**src/rtl/sar_search.sv**
```systemverilog
// Successive-approximation search controller: drives trial values into a magnitude comparator
// and resolves the unknown target MSB-first, stopping early on an exact match.
module sar_search #(
    parameter int unsigned WIDTH = 4
) (
    input  logic                       clk,
    input  logic                       rst_n,
    input  logic                       start,
    input  logic                       cmp_less,
    input  logic                       cmp_greater,
    input  logic                       cmp_equal,
    output logic [WIDTH-1:0]           guess,
    output logic                       busy,
    output logic                       done,
    output logic [WIDTH-1:0]           result,
    output logic                       found,
    output logic                       err,
    output logic [$clog2(WIDTH+1)-1:0] steps
);

    localparam int unsigned IW = (WIDTH > 1) ? $clog2(WIDTH) : 1;
    localparam int unsigned SW = $clog2(WIDTH + 1);

    typedef enum logic [1:0] {
        StIdle,
        StEval,
        StDone
    } state_e;

    state_e           state_q, state_d;
    logic [IW-1:0]    idx_q, idx_d;
    logic [WIDTH-1:0] guess_q, guess_d;
    logic [WIDTH-1:0] result_q, result_d;
    logic             found_q, found_d;
    logic             err_q, err_d;
    logic [SW-1:0]    steps_q, steps_d;
    logic             done_q, done_d;
    logic             legal;
    logic [WIDTH-1:0] acc;

    // Exactly one of the three flags may be high.
    assign legal = (cmp_less ^ cmp_greater ^ cmp_equal) & ~(cmp_less & cmp_greater & cmp_equal);

    // result_q holds the bits already resolved above idx; a "less" keeps the trial bit.
    assign acc = cmp_less ? guess_q : result_q;

    always_comb begin
        state_d  = state_q;
        idx_d    = idx_q;
        guess_d  = guess_q;
        result_d = result_q;
        found_d  = found_q;
        err_d    = err_q;
        steps_d  = steps_q;
        unique case (state_q)
            StIdle: begin
                if (start) begin
                    result_d = '0;
                    found_d  = 1'b0;
                    err_d    = 1'b0;
                    steps_d  = '0;
                    idx_d    = IW'(WIDTH - 1);
                    guess_d  = {1'b1, {(WIDTH-1){1'b0}}};
                    state_d  = StEval;
                end
            end
            StEval: begin
                steps_d = steps_q + SW'(1);
                if (!legal) begin
                    err_d   = 1'b1;
                    state_d = StDone;
                end else if (cmp_equal) begin
                    result_d = guess_q;
                    found_d  = 1'b1;
                    state_d  = StDone;
                end else begin
                    result_d = acc;
                    if (idx_q == '0) begin
                        state_d = StDone;
                    end else begin
                        idx_d   = idx_q - IW'(1);
                        guess_d = acc | (WIDTH'(1) << (idx_q - IW'(1)));
                    end
                end
            end
            StDone: begin
                state_d = StIdle;
            end
            default: begin
                state_d = StIdle;
            end
        endcase
        done_d = (state_d == StDone);
    end

    always_ff @(posedge clk or negedge rst_n) begin
        if (!rst_n) begin
            state_q  <= StIdle;
            idx_q    <= IW'(WIDTH - 1);
            guess_q  <= '0;
            result_q <= '0;
            found_q  <= 1'b0;
            err_q    <= 1'b0;
            steps_q  <= '0;
            done_q   <= 1'b0;
        end else begin
            state_q  <= state_d;
            idx_q    <= idx_d;
            guess_q  <= guess_d;
            result_q <= result_d;
            found_q  <= found_d;
            err_q    <= err_d;
            steps_q  <= steps_d;
            done_q   <= done_d;
        end
    end

    assign guess  = guess_q;
    assign busy   = (state_q == StEval);
    assign done   = done_q;
    assign result = result_q;
    assign found  = found_q;
    assign err    = err_q;
    assign steps  = steps_q;

endmodule

```
**config.mk**
```make
export PLATFORM = sky130hd
export DESIGN_NAME = sar_search
export DESIGN_NICKNAME = d
export VERILOG_FILES = /design/src/rtl/sar_search.sv
export SDC_FILE = /design/constraint.sdc
export NUM_CORES = 1
export LEC_CHECK = 0
export CAP_MARGIN = 20
export CORE_MARGIN = 2
export CORE_UTILIZATION = 30
export DETAILED_ROUTE_END_ITERATION = 10
export GPL_ROUTABILITY_DRIVEN = 0
export PLACE_DENSITY = 0.52
export SYNTH_ARGS = -nofsm -noshare
export SYNTH_HDL_FRONTEND = slang
export SYNTH_SLANG_ARGS = --single-unit
```
**constraint.sdc**
```tcl
create_clock -name clk -period 1.6 [get_ports clk]
set_input_delay 0.48 -clock clk [delete_from_list [all_inputs] [get_ports clk]]
set_output_delay 0.48 -clock clk [all_outputs]
set_load 0.01 [all_outputs]
```
=== After elaboration in Yosys (flattened, before gate mapping) ===
Cells that the tools add are included.

* Output and inout bits: 15
* Word-level logic and storage cells: 62
* Register bits after elaboration: 18
* Input bits: 6

* Reductions and logical operators: 8
* Bitwise gates (word level): 7
* Shift-type cells: 1
* Equal/unequal tests: 8
* Muxes and demuxes: 28
* Add/subtract/negate cells: 2

{| class="wikitable"
|+ Operator list
! cell !! count
|-
| 4-bit two-way mux || 8
|-
| 2-bit two-way mux || 8
|-
| 4-bit one-hot mux with 2 select lines || 2
|-
| 2-bit != test (second input constant) || 5
|-
| 2-bit one-hot mux with 2 select lines || 2
|-
| 3-bit one-hot mux with 2 select lines || 1
|-
| 3-bit AND reduction || 2
|-
| 5-bit AND reduction || 1
|-
| 2-bit zero test || 2
|-
| 1-bit two-way mux || 4
|-
| 4-bit bitwise OR || 1
|-
| 1-bit one-hot mux with 2 select lines || 2
|-
| 4-bit AND reduction || 1
|-
| 1-bit by 2-bit left shift with 4-bit output (first input constant) || 1
|-
| 3-bit by 1-bit adder with 3-bit output (second input constant) || 1
|-
| 1-bit AND || 3
|-
| 3-bit two-way mux || 1
|-
| 2-bit by 1-bit == test with 1-bit output (second input constant) || 1
|-
| 2-bit == test (second input constant) || 1
|-
| 2-bit by 1-bit != test with 1-bit output (second input constant) || 1
|-
| 2-bit AND reduction || 1
|-
| 2-bit nonzero test || 1
|-
| 2-bit by 1-bit subtractor with 2-bit output (second input constant) || 1
|-
| 1-bit XOR || 2
|-
| 1-bit NOT || 1
|}

=== Logic depth before layout (Yosys ltp) ===
Gate-level depths: netlist of the first run.

* Word-level depth: 7
* Depth in mapped cells: 7
* Depth with buffers taken out: 6

=== Worst setup path before layout of the first run ===
No wires, ideal clock.

* Kind: input-to-reg
* From: in cmp_less
* To: reg result_q[0] (netlist: result[0])
* Path slack: -0.237 ns
* Setup time: 0.122 ns
* Cell stages on the path: 5
* Arrival time: 1.715 ns
* Path buffers: 0
* Data required time: 1.478 ns
* Path through: ha_1 -> or3b_4 -> a31oi_1 -> o31ai_1 -> a32o_1

* Word-level cells in the longest chain between the ends: 6
* Elaborated cells between the ends (all ways): 12
* Those cells by class: eq/ne: 1; mux: 4; bitwise: 6; reduce/logical: 1

{| class="wikitable"
|+ Ends and longest elaborated chain
! item !! RTL line !! RTL
|-
| from (decl) || 9 || <nowiki>input logic cmp_less,</nowiki>
|-
| 1-bit AND (2 in series) || 42 || <nowiki>assign legal = (cmp_less ^ cmp_greater ^ cmp_equal) & ~(cmp_less & cmp_greater & cmp_equal);</nowiki>
|-
| 1-bit NOT || 42 ||
|-
| 1-bit AND || 42 ||
|-
| 2-bit by 1-bit != test with 1-bit output (no source line) || n/a ||
|-
| 3-bit AND reduction (no source line) || n/a ||
|-
| to (signal assigned) || 110 || <nowiki>result_q <= result_d;</nowiki>
|-
| to (decl) || 33 || <nowiki>logic [WIDTH-1:0] result_q, result_d;</nowiki>
|}

Parallel ways exist; a longest one is shown, timed or not. The select of a mux whose other input is x is not followed.
A chain may end at the register's enable or synchronous reset.

=== Worst setup path after layout of the first run ===
* From: reg idx_q[0]
* To: reg guess_q[3] (netlist: guess[3])

* Word-level cells in the longest chain between the ends: 7
* Elaborated cells between the ends (all ways): 10
* Those cells by class: add/sub: 1; eq/ne: 1; shift: 1; mux: 4; bitwise: 1; reduce/logical: 2

{| class="wikitable"
|+ Ends and longest elaborated chain
! item !! RTL line !! RTL
|-
| from (decl) || 31 || <nowiki>logic [IW-1:0] idx_q, idx_d;</nowiki>
|-
| from (signal assigned) || 99 || <nowiki>idx_q <= IW'(WIDTH - 1);</nowiki>
|-
| from (signal assigned) || 108 || <nowiki>idx_q <= idx_d;</nowiki>
|-
| 2-bit by 1-bit subtractor with 2-bit output || 82 || <nowiki>guess_d = acc | (WIDTH'(1) << (idx_q - IW'(1)));</nowiki>
|-
| 1-bit by 2-bit left shift with 4-bit output || 82 ||
|-
| 4-bit bitwise OR || 82 ||
|-
| 4-bit two-way mux || 78 || <nowiki>if (idx_q == '0) begin</nowiki>
|-
| 4-bit two-way mux || 72 || <nowiki>end else if (cmp_equal) begin</nowiki>
|-
| 4-bit two-way mux || 69 || <nowiki>if (!legal) begin</nowiki>
|-
| 4-bit one-hot mux with 2 select lines || 55 || <nowiki>unique case (state_q)</nowiki>
|-
| to (signal assigned) || 109 || <nowiki>guess_q <= guess_d;</nowiki>
|-
| to (decl) || 32 || <nowiki>logic [WIDTH-1:0] guess_q, guess_d;</nowiki>
|}

Parallel ways exist; a longest one is shown, timed or not. The select of a mux whose other input is x is not followed.

==> metrics.txt, run 1 <==
status=complete, but fails checks; failing checks=negative setup slack; Max VDD drop=slightly above 0.7 mV; Yosys Warn Count=0; critical path startpoint=idx_q[0]; Setup WS pre-CTS=-709 ps; Fmax=600 MHz; drt drc=0; fin util=0.508; crit path capture=guess[3]; Pre-antenna DRT Iters=4; RSZ-0062 raised after global routing=yes; reg2reg start=idx_q[0]; P_int=1380 uW; H-tree levels=1; WP data arrival=1850 ps; GR Overflow Total=0; DRT Wirelength=between 2000 and 3000 um; synthesized area=916 um2; Die Y=between 50 and 60 um; crit path kind=reg -> reg; routed length per placed instance=14.3 um; cells along the critical path=inv_2 -> ha_4 -> nand4bb_4 -> a21oi_4 -> a31oi_1 -> o32a_1; Synth Flop Type=dfrtp_1; Max Slew Vio Count=0; Vias per Instance=4.87; Final Hold Viols=0; Ant. Diodes=0; largest net degree at the start of global routing=19; top cell type's share of synthesized area=0.437; IO buf count=20; worst r2r dst=guess[3]; CP max stage delay=550 ps; Final ANT Viol Nets=0; clock power share=0.131; Psw=around 770 uW; final worst slack=-67.9 ps; Logic pwr share=0.547; Startpoint Class=register; Seq/Total Area, Yosys=0.495; PwrDens=1420 nW/um2; slowest CP cell=dfstp_2; Sw Ratio=0.357; Syn Nets=101; Pleak=~0.00074 uW; Top-Level Pins=21; FF-to-FF setup slack=-70 ps; Crit. End Element=register; CP top delay family=compound AO/OA/AOI/OAI gates; Buf+Inv Stages, Crit Path=1; Sink Count=18; share of cells above drive strength 1=0.401; Crit path required time=1790 ps; initial antenna violation count=0; minimum clock period=1670 ps; Post-synth EDFFs=0; worst-case reg-to-reg path depth=6; Hold Crit Class=in -> async; sequential share of power=0.322; total die area=approximately 3500 um2; Die X=59.3 um; Worst Tran Pin Value=about 310 ps; Synth cell types=28; Post-Syn Instances=89; Yosys top cell by area=dfrtp_1; GRT Overall Usage=0.164; number of buffers created by CTS=3; worst-case clock buffer depth=2; Core Rows=20; first-pass GRT wire length=4170 um; root buffer cell=clkbuf_4; FFs w/ async S/R, synth=1.00; crit-path max FO=2; Nets=155; critical path depth=6; period utilisation layout=1.04; Setup Skew=4.49 ps; Final setup viols=5; Layout Area Growth over Synthesis=65.0%; vias in the first global route=882; Max-slew headroom=0.790; 1st-iter DRT viols=22; post-DP HPWL=around 1800 um; CTS tree=yes; Post-Syn Area per Cell=between 10 and 15 um2; Via Count=852; max_cap viols=0; hold buffers post-CTS=0; #FFs+latches synth=18; Area contributors post-synth=dfrtp_1, ha_1, dfstp_2; Clock transition at path regs=100 ps; Core Footprint=2980 um2; clk_lat worst skew=slightly below 300 ps; Starting Density=0.308
## power groups by stage
stage	clock network, uW	logic (uW)	registers [uW]
after floorplan	0	444	782
after global placement	0	984	744
after detailed placement	0	996	742
after CTS	298	1130	691
after global routing	311	1290	711
final	281	1180	691
## worst min path at each step
stage / startpoint / to / cells past startpoint
2_1_floorplan: rst_n / done / 0
3_3_place_gp: found / found / 1
3_5_place_dp: found / found / 1
4_1_cts: rst_n / result[1] / 2
5_1_grt: rst_n / result[1] / 2
6_report: rst_n / result[1] / 2
## sequential cells by signal, indices dropped and copies added, names as in the netlist
name	flops
err	1
steps	3
idx_q	2
found	1
state_q	2
result	4
guess	4
done	1
## routing by layer
layer,up-vias,track usage,wire length (um)
li1,428,-,-
met1,400,0.203,1090
met2,20,0.276,1280
met3,4,0.0437,87
met4,0,0.0519,41
met5,-,0,0
## repair_timing
item | 4_1_cts | 5_1_grt
setup endpoints to repair | 28 | 7
buffers inserted | 12 | 2
resized for setup | 32 | 3
pin swaps | 10 | 5
## Yosys cell counts, types with 2 or more instances
cell type and instances:
inv_1 5, dfrtp_1 16, a21oi_1 10, nand2_1 2, o21ai_0 4, nor2_1 10, o31ai_1 3, a31oi_1 3
buf_2 2, a22o_1 5, nand2b_1 6, ha_1 6, dfstp_2 2
## through the flow
stage | cell area (um2) | instances | hold slack [ps] | TNS [ps] | total power (uW)
2_1_floorplan | 995 | 89 | 184 | -507 | 1230
3_3_place_gp | 1350 | 157 | 498 | -7780 | 1730
3_5_place_dp | 1350 | 157 | 500 | -8110 | 1740
4_1_cts | 1470 | 173 | 496 | -612 | 2120
5_1_grt | 1510 | 175 | 507 | -765 | 2310
6_report | 1510 | 175 | 503 | -251 | 2150
## cell usage in the layout, fill, tap and decap left out, types with 2 or more instances in the layout
cell type / instances
buf_4: 31
dfrtp_1: 16
dlygate4sd2_1: 15
nor2_1: 10
a21oi_1: 6
nand2b_1: 5
a22o_1: 5
o21ai_0: 4
ha_1: 4
inv_1: 3
a21oi_2: 3
clkbuf_4: 3
buf_2: 3
inv_2: 2
nand2_1: 2
o31ai_1: 2
a31oi_1: 2
ha_4: 2
dfstp_2: 2
clkdlybuf4s50_1: 2
buf_6: 2
## cell families after synthesis
family                     share of synthesized area
AOI/OAI and AO/OA                              0.225
adders and majority gates                     0.0820
buffers and inverters                         0.0410
DFF                                            0.495
muxes                                         0.0123
and+or+nand+nor                                0.145
## cell type report
type / count / area (um2)
Timing Repair Buffer: 53 / 422
Inverter: 5 / 18.8
Multi-Input combinational cell: 62 / 541
Sequential cell: 18 / 453
Clock buffer: 4 / 36.3
Tap cell: 33 / 41.3
Fill cell: 278 / 1470
Power figures use the tool's default switching activity.
==> run 2: changes to the inputs <==
- ABC_CLOCK_PERIOD_IN_PS: unset -> 1600
==> results of run 2 <==
Final layout, timing and power as in run 1 (identical DEF).
